[src/rtl/cdb_pkg.sv]
// rtl/cdb_pkg.sv - shared types and defaults for the common-data-bus stage
//
// Purpose: default widths, the "no producer" tag value, the source
// enumeration used by the round-robin arbiter and the queued entry type.
// Optional feature macro used by cdb_arbiter: CDB_STATS_EN.

package cdb_pkg;

  localparam int CDB_DATA_W = 16;
  localparam int CDB_TAG_W  = 3;
  localparam int CDB_DEPTH  = 4;

  // Tag value reserved for "no producer"; never broadcast.
  localparam int TAG_NONE = 0;

  typedef enum logic {
    SRC_ADD = 1'b0,
    SRC_MUL = 1'b1
  } cdb_src_e;

  typedef struct packed {
    logic [CDB_TAG_W-1:0]  tag;
    logic [CDB_DATA_W-1:0] data;
  } cdb_entry_t;

endpackage

[src/rtl/cdb_fifo.sv]
// rtl/cdb_fifo.sv - per-source circular result queue
//
// Purpose: holds completed {tag, data} results of one functional unit until
// the arbiter broadcasts them. Read/write pointers wrap modulo DEPTH, which
// must be a power of two (min 2).
//
// Ports:
//   clock1     in   clock, rising edge
//   reset      in   synchronous active-high reset, empties the queue
//   push       in   enqueue push_entry (ignored while full)
//   push_entry in   entry to enqueue
//   pop        in   drop the head entry (ignored while empty)
//   head       out  current head entry (valid while !empty)
//   full       out  count == DEPTH
//   empty      out  count == 0
//   count      out  number of stored entries, clog2(DEPTH)+1 bits

module cdb_fifo
  import cdb_pkg::*;
#(
  parameter int  DEPTH   = CDB_DEPTH,
  parameter type entry_t = cdb_entry_t,
  localparam int PTR_W   = $clog2(DEPTH),
  localparam int CNT_W   = $clog2(DEPTH) + 1
) (
  input  logic             clock1,
  input  logic             reset,
  input  logic             push,
  input  entry_t           push_entry,
  input  logic             pop,
  output entry_t           head,
  output logic             full,
  output logic             empty,
  output logic [CNT_W-1:0] count
);

  entry_t           mem [DEPTH];
  logic [PTR_W-1:0] rd_ptr;
  logic [PTR_W-1:0] wr_ptr;
  logic             do_push;
  logic             do_pop;

  assign full    = (count == CNT_W'(DEPTH));
  assign empty   = (count == '0);
  assign do_push = push & ~full;
  assign do_pop  = pop & ~empty;
  assign head    = mem[rd_ptr];

  // Storage carries no reset: an entry is only ever read after being written.
  always_ff @(posedge clock1) begin
    if (do_push) begin
      mem[wr_ptr] <= push_entry;
    end
  end

  always_ff @(posedge clock1) begin
    if (reset) begin
      rd_ptr <= '0;
      wr_ptr <= '0;
      count  <= '0;
    end else begin
      // Power-of-two depth: natural pointer overflow is the modulo wrap.
      if (do_push) begin
        wr_ptr <= wr_ptr + 1'b1;
      end
      if (do_pop) begin
        rd_ptr <= rd_ptr + 1'b1;
      end
      // Simultaneous push and pop leaves the count unchanged.
      case ({do_push, do_pop})
        2'b10:   count <= count + 1'b1;
        2'b01:   count <= count - 1'b1;
        default: count <= count;
      endcase
    end
  end

endmodule

[src/rtl/cdb_arbiter.sv]
// rtl/cdb_arbiter.sv - Tomasulo common-data-bus arbiter and broadcaster
//
// Purpose: queues adder and multiplier results per source and broadcasts at
// most one {tag, data} per cycle, round-robin between sources, back to the
// register table and waiting reservation stations.
// Optional feature macro: CDB_STATS_EN (adds saturating broadcast/hold counters).
//
// Ports:
//   clock1          in   clock, rising edge
//   reset           in   synchronous active-high reset
//   add_valid/tag/data  in   adder result
//   add_ready       out  adder queue has room (from registered count)
//   mul_valid/tag/data  in   multiplier result
//   mul_ready       out  multiplier queue has room (from registered count)
//   cdb_hold        in   consumer stalls the bus this cycle
//   cdb_valid/tag/data  out  registered one-cycle broadcast
//   err_tag0        out  sticky: a valid input carried tag 0
//   stat_add_bcast  out  (CDB_STATS_EN) adder broadcasts, saturating
//   stat_mul_bcast  out  (CDB_STATS_EN) multiplier broadcasts, saturating
//   stat_hold       out  (CDB_STATS_EN) held edges with data pending, saturating

module cdb_arbiter
  import cdb_pkg::*;
#(
  parameter int DATA_W = CDB_DATA_W,
  parameter int TAG_W  = CDB_TAG_W,
  parameter int DEPTH  = CDB_DEPTH
) (
  input  logic              clock1,
  input  logic              reset,
  input  logic              add_valid,
  input  logic [TAG_W-1:0]  add_tag,
  input  logic [DATA_W-1:0] add_data,
  output logic              add_ready,
  input  logic              mul_valid,
  input  logic [TAG_W-1:0]  mul_tag,
  input  logic [DATA_W-1:0] mul_data,
  output logic              mul_ready,
  input  logic              cdb_hold,
  output logic              cdb_valid,
  output logic [TAG_W-1:0]  cdb_tag,
  output logic [DATA_W-1:0] cdb_data,
  output logic              err_tag0
`ifdef CDB_STATS_EN
  ,
  output logic [15:0]       stat_add_bcast,
  output logic [15:0]       stat_mul_bcast,
  output logic [15:0]       stat_hold
`endif
);

  localparam int CNT_W = $clog2(DEPTH) + 1;

  // Local entry type so that overridden widths flow into the queues.
  typedef struct packed {
    logic [TAG_W-1:0]  tag;
    logic [DATA_W-1:0] data;
  } entry_t;

  entry_t           add_in;
  entry_t           mul_in;
  entry_t           add_head;
  entry_t           mul_head;
  logic             add_full;
  logic             mul_full;
  logic             add_empty;
  logic             mul_empty;
  logic [CNT_W-1:0] add_count;
  logic [CNT_W-1:0] mul_count;
  logic             add_tag0;
  logic             mul_tag0;
  logic             add_push;
  logic             mul_push;
  logic             grant_add;
  logic             grant_mul;
  logic             pop_add;
  logic             pop_mul;
  cdb_src_e         last_grant;

  assign add_in = '{tag: add_tag, data: add_data};
  assign mul_in = '{tag: mul_tag, data: mul_data};

  // Ready comes from the registered count only; a same-cycle pop does not help.
  assign add_ready = (add_count < CNT_W'(DEPTH));
  assign mul_ready = (mul_count < CNT_W'(DEPTH));

  // Tag 0 means "no producer": flagged, never enqueued, consumes no slot.
  assign add_tag0 = add_valid & (add_tag == TAG_W'(TAG_NONE));
  assign mul_tag0 = mul_valid & (mul_tag == TAG_W'(TAG_NONE));
  assign add_push = add_valid & ~add_full & ~add_tag0;
  assign mul_push = mul_valid & ~mul_full & ~mul_tag0;

  // Round-robin: on a tie the source that did not win last time goes first.
  assign grant_add = ~add_empty & (mul_empty | (last_grant == SRC_MUL));
  assign grant_mul = ~mul_empty & (add_empty | (last_grant == SRC_ADD));
  assign pop_add   = ~cdb_hold & grant_add;
  assign pop_mul   = ~cdb_hold & grant_mul;

  cdb_fifo #(
    .DEPTH   (DEPTH),
    .entry_t (entry_t)
  ) u_add_q (
    .clock1     (clock1),
    .reset      (reset),
    .push       (add_push),
    .push_entry (add_in),
    .pop        (pop_add),
    .head       (add_head),
    .full       (add_full),
    .empty      (add_empty),
    .count      (add_count)
  );

  cdb_fifo #(
    .DEPTH   (DEPTH),
    .entry_t (entry_t)
  ) u_mul_q (
    .clock1     (clock1),
    .reset      (reset),
    .push       (mul_push),
    .push_entry (mul_in),
    .pop        (pop_mul),
    .head       (mul_head),
    .full       (mul_full),
    .empty      (mul_empty),
    .count      (mul_count)
  );

  always_ff @(posedge clock1) begin
    if (reset) begin
      cdb_valid  <= 1'b0;
      cdb_tag    <= '0;
      cdb_data   <= '0;
      err_tag0   <= 1'b0;
      last_grant <= SRC_MUL;
    end else begin
      if (add_tag0 | mul_tag0) begin
        err_tag0 <= 1'b1;
      end
      // While held or idle the bus keeps its last tag/data, only valid drops.
      if (pop_add) begin
        cdb_valid  <= 1'b1;
        cdb_tag    <= add_head.tag;
        cdb_data   <= add_head.data;
        last_grant <= SRC_ADD;
      end else if (pop_mul) begin
        cdb_valid  <= 1'b1;
        cdb_tag    <= mul_head.tag;
        cdb_data   <= mul_head.data;
        last_grant <= SRC_MUL;
      end else begin
        cdb_valid  <= 1'b0;
      end
    end
  end

`ifdef CDB_STATS_EN
  always_ff @(posedge clock1) begin
    if (reset) begin
      stat_add_bcast <= '0;
      stat_mul_bcast <= '0;
      stat_hold      <= '0;
    end else begin
      if (pop_add && stat_add_bcast != 16'hFFFF) begin
        stat_add_bcast <= stat_add_bcast + 16'd1;
      end
      if (pop_mul && stat_mul_bcast != 16'hFFFF) begin
        stat_mul_bcast <= stat_mul_bcast + 16'd1;
      end
      if (cdb_hold && (~add_empty || ~mul_empty) && stat_hold != 16'hFFFF) begin
        stat_hold <= stat_hold + 16'd1;
      end
    end
  end
`endif

endmodule

[config.mk]
export PLATFORM = sky130hd
export DESIGN_NAME = cdb_arbiter
export DESIGN_NICKNAME = d
export VERILOG_FILES = /design/src/rtl/cdb_pkg.sv /design/src/rtl/cdb_fifo.sv /design/src/rtl/cdb_arbiter.sv
export SDC_FILE = /design/constraint.sdc
export NUM_CORES = 1
export LEC_CHECK = 0
export CAP_MARGIN = 40
export CORE_UTILIZATION = 50
export CTS_BUF_LIST = sky130_fd_sc_hd__clkbuf_8 sky130_fd_sc_hd__clkbuf_16
export CTS_CLUSTER_DIAMETER = 200
export DETAILED_ROUTE_END_ITERATION = 10
export PLACE_DENSITY = 0.78
export SLEW_MARGIN = 10
export SYNTH_ARGS = -nofsm -noshare
export SYNTH_HDL_FRONTEND = slang
export SYNTH_SLANG_ARGS = --single-unit
[constraint.sdc]
create_clock -name clock1 -period 3.65 [get_ports clock1]
set_input_delay 1.095 -clock clock1 [delete_from_list [all_inputs] [get_ports clock1]]
set_output_delay 1.095 -clock clock1 [all_outputs]
set_load 0.01 [all_outputs]
==> impl_metrics.json, run 1 <==
{
  "multi_input_area_um2": 1860,
  "start_util_pct": 51.1,
  "vias": 3772,
  "row_count": 44,
  "synth_top_family_by_area": "multiplexers",
  "nFillCells": 1046,
  "core_um2": 14500,
  "r2r_setup_slack_ps": 1130,
  "synthArstFlopShare_pct": 0,
  "clk_path_buf_depth": 2,
  "internal-power_mw": 4.50,
  "synth_commonest_cells": "152 x edfxtp_1, 40 x dfxtp_1, 38 x mux4_2",
  "finalCritPeriodShare_pct": 90.2,
  "die_y_um": 124,
  "ys.flop_type": "edfxtp_1",
  "chipWidth_um": 124,
  "fmax_ghz": 0.304,
  "end_kind": "flop",
  "yosys.area.top_type": "edfxtp_1",
  "ys_ff_latch": 192,
  "min_period_ps": 3290,
  "postCtsSetupBuffers": 0,
  "reg2regPathDepth": 8,
  "grt_max_degree": 40,
  "synthCells": 401,
  "crit_path_start_kind": "input port",
  "muxShareOfSynthArea_pct": 14.1,
  "synth_area_per_cell_um2": 18.5,
  "drv.max_cap_violation_count": 0,
  "synth_area_leaders": "edfxtp_1 61%, mux4_2 12%, dfxtp_1 11%, mux2i_1 2.6%, a211oi_1 1.9%",
  "slew_violations": 0,
  "drive_above_1_share_pct": 19.6,
  "seqCellArea_um2": 5370,
  "crit_top_cell": "inv_1",
  "synth_edf_count": 152,
  "setup_viol": 0,
  "grt-ovfl-total": 0,
  "synth.cell_area_um2": 7420,
  "io_buffers": 65,
  "pwr-share-seq_pct": 45.0,
  "cts_sinks": 192,
  "path_clk_slew_ps": 70,
  "final_cells": 685,
  "cts_hold_buf": 0,
  "crit_slowest_cell": "or4b_1",
  "cp_slowest_stage_delay_ps": 520,
  "worst_slew_pin_slew_ps": 661,
  "p_sw_mw": 1.89,
  "vdd_drop_max_mv": 0.465,
  "avgViaCountPerCell": 5.51,
  "skew_ps": 8.79,
  "final_hold_viol_count": 0,
  "antenna_found_initial": 0,
  "dp_hpwl_um": 9100,
  "syn_nets": 456,
  "synthAdderAreaFrac_pct": 2.22,
  "place.gp.congestion": 0.783,
  "wirelength_um": 13800,
  "ant_nets": 0,
  "grt_use_total_pct": 20.6,
  "rsz0062_at_grt": "false",
  "htreeDepth": 4,
  "synthSimpleGateAreaFrac_pct": 4.11,
  "ioPinCount": 66,
  "grt_pass1_wl_um": 21900,
  "nNetsFinal": 543,
  "p_sw_share_pct": 29.6,
  "insertion_delay_ps": 430,
  "drtIter0Drc": 305,
  "cts_root_buf": "clkbuf_16",
  "hp-class": "flop to flop",
  "worstPathRequired_ps": 4000,
  "yosysSeqAreaShare_pct": 72.3,
  "relSlewSlack_pct": 55.8,
  "antennaDiodeCount": 0,
  "numCtsBuffers": 17,
  "yosysMostFrequentCell": "edfxtp_1",
  "yosys_warnings": 0,
  "p_per_area_nw_per_um2": 711,
  "critPathKind": "input port to flop",
  "hold_end": "cdb_tag[2]",
  "hold_start": "cdb_tag[2]",
  "path_max_fanout": 2,
  "power_frac_comb_pct": 28.6,
  "p_clk_share_pct": 26.4,
  "synth_xor_area_share_pct": 0.826,
  "drcViolationCount": 0,
  "grt_pass1_vias": 3989,
  "cts_tree": "yes",
  "p_leak_nw": 3.08,
  "worst_hold_path.num_cells": 2,
  "crit_chain": "clkdlybuf4s50_1 -> or4b_1 -> and3_1 -> inv_1 -> ha_1 -> inv_1 -> fa_1 -> xor2_1 -> or3_1 -> a21oi_1",
  "status": "complete, no violations",
  "post_cts_resized": 0,
  "r2r-end": "u_mul_q.count[2]",
  "routedWlPerCell_um": 20.1,
  "placed_cells": 653,
  "first_pass_iters": 5,
  "dieArea_um2": 15300,
  "critPathArrivalTime_ps": 3650,
  "r2r-start": "u_add_q.count[0]",
  "synth_compound_area_share_pct": 3.72,
  "tns_ps": 0,
  "synth_cell_types": 38,
  "synth.top_cell.area_share_pct": 61.5,
  "area_growth_pct": 21.0
}
==> layer usage <==
metal,track usage (%),vias up,routed length [um]
met2,33.9,107,7150
met3,5.22,21,638
li1,-,1738,-
met4,7.45,0,241
met5,0,-,0
met1,26.6,1906,5750
==> area by class of cell <==
cell class              instances  share of cell area [%]
clock buffers                  17                    4.73
repair buffers                 88                    10.4
clock inverters                15                    1.21
multi-input cells             172                    20.7
well taps                     184                    2.56
inverters                      17                   0.710
flip-flops and latches        192                    59.7
==> flip-flops by register name, indices dropped and copies added (netlist names), named ones only <==
| name | flops |
|---|---|
| last_grant | 1 |
| u_mul_q.mem | 76 |
| cdb_data | 16 |
| err_tag0 | 1 |
| u_add_q.count | 3 |
| cdb_valid | 1 |
| u_mul_q.rd_ptr | 2 |
| cdb_tag | 3 |
| u_add_q.mem | 76 |
| u_mul_q.count | 3 |
| u_add_q.rd_ptr | 2 |
| u_mul_q.wr_ptr | 2 |
| u_add_q.wr_ptr | 2 |
==> layout by cell type, fill, tap and decap left out, types with 2 or more instances in the layout <==
cell and count:
a211oi_1 19, a21oi_1 10, and2_1 8, buf_16 5, buf_4 17, clkbuf_16 17, clkdlybuf4s50_1 65, clkinv_1 2
clkinv_2 4, dfxtp_1 40, edfxtp_1 152, fa_1 2, ha_1 10, inv_1 18, inv_6 4, inv_8 3
mux2i_1 19, mux4_2 38, nand2_1 7, nor2_1 31, o21ai_0 3, or3_1 2, xnor2_1 3, xor2_1 4
==> worst max-delay path: cells and delay by family <==
| kind | cells | cell delay, ps |
|---|---|---|
| XOR/XNOR | 1 | 160 |
| buffers and inverters | 3 | 630 |
| AND/OR/NAND/NOR | 3 | 1040 |
| AO/OA/AOI/OAI | 1 | 150 |
| adder cells (fa/ha/maj) | 2 | 570 |
==> kinds of logic after synthesis <==
group           count (synthesis)
flops                         192
simple gates                   59
mux                            57
compound gates                 37
buf+inv                        37
fa+ha+maj                      12
xor+xnor                        7
==> power by group through the flow <==
stage,sequential (mW),combinational [mW],clock [mW]
detailed placement,2.91,1.84,0
CTS,2.87,1.86,1.72
finish,2.88,1.83,1.69
global placement,2.91,1.71,0
global route,2.90,2.00,1.81
floorplan,2.90,1.22,0
==> through the flow <==
step / cell area [um^2] / setup slack [ps] / utilization, % / power (mW) / hold WS [ps]
finish: 8990 / 357 / 61.8 / 6.39 / 505
global route: 8990 / 263 / 61.8 / 6.71 / 526
CTS: 8990 / 385 / 61.8 / 6.46 / 501
detailed placement: 8450 / -33.2 / 58.2 / 4.75 / 489
global placement: 8300 / 50.4 / 57.1 / 4.61 / 473
floorplan: 7420 / 422 / - / 4.12 / 460
==> how the worst max path moves through the flow <==
| stage | cells past startpoint | slack, ps | end | from |
|---|---|---|---|---|
| CTS | 10 | 380 | u_add_q.count[2] | add_tag[0] |
| global route | 10 | 260 | u_mul_q.count[2] | mul_tag[1] |
| detailed placement | 10 | -30 | u_add_q.count[2] | add_tag[0] |
| finish | 10 | 360 | u_add_q.count[2] | add_tag[0] |
| global placement | 10 | 50 | u_add_q.count[2] | add_tag[0] |
| floorplan | 10 | 420 | u_add_q.count[2] | add_tag[2] |
(Power assumes the default switching activity.)
==> inputs of run 2 (changes only) <==
--- a/config.mk
+++ b/config.mk
@@ -11,6 +11,7 @@
 export CTS_CLUSTER_DIAMETER = 200
 export DETAILED_ROUTE_END_ITERATION = 10
 export PLACE_DENSITY = 0.78
+export SKIP_CTS_REPAIR_TIMING = 1
 export SLEW_MARGIN = 10
 export SYNTH_ARGS = -nofsm -noshare
 export SYNTH_HDL_FRONTEND = slang
==> results of run 2 <==
Same layout as run 1: the final DEF is identical, and so are final timing and power.
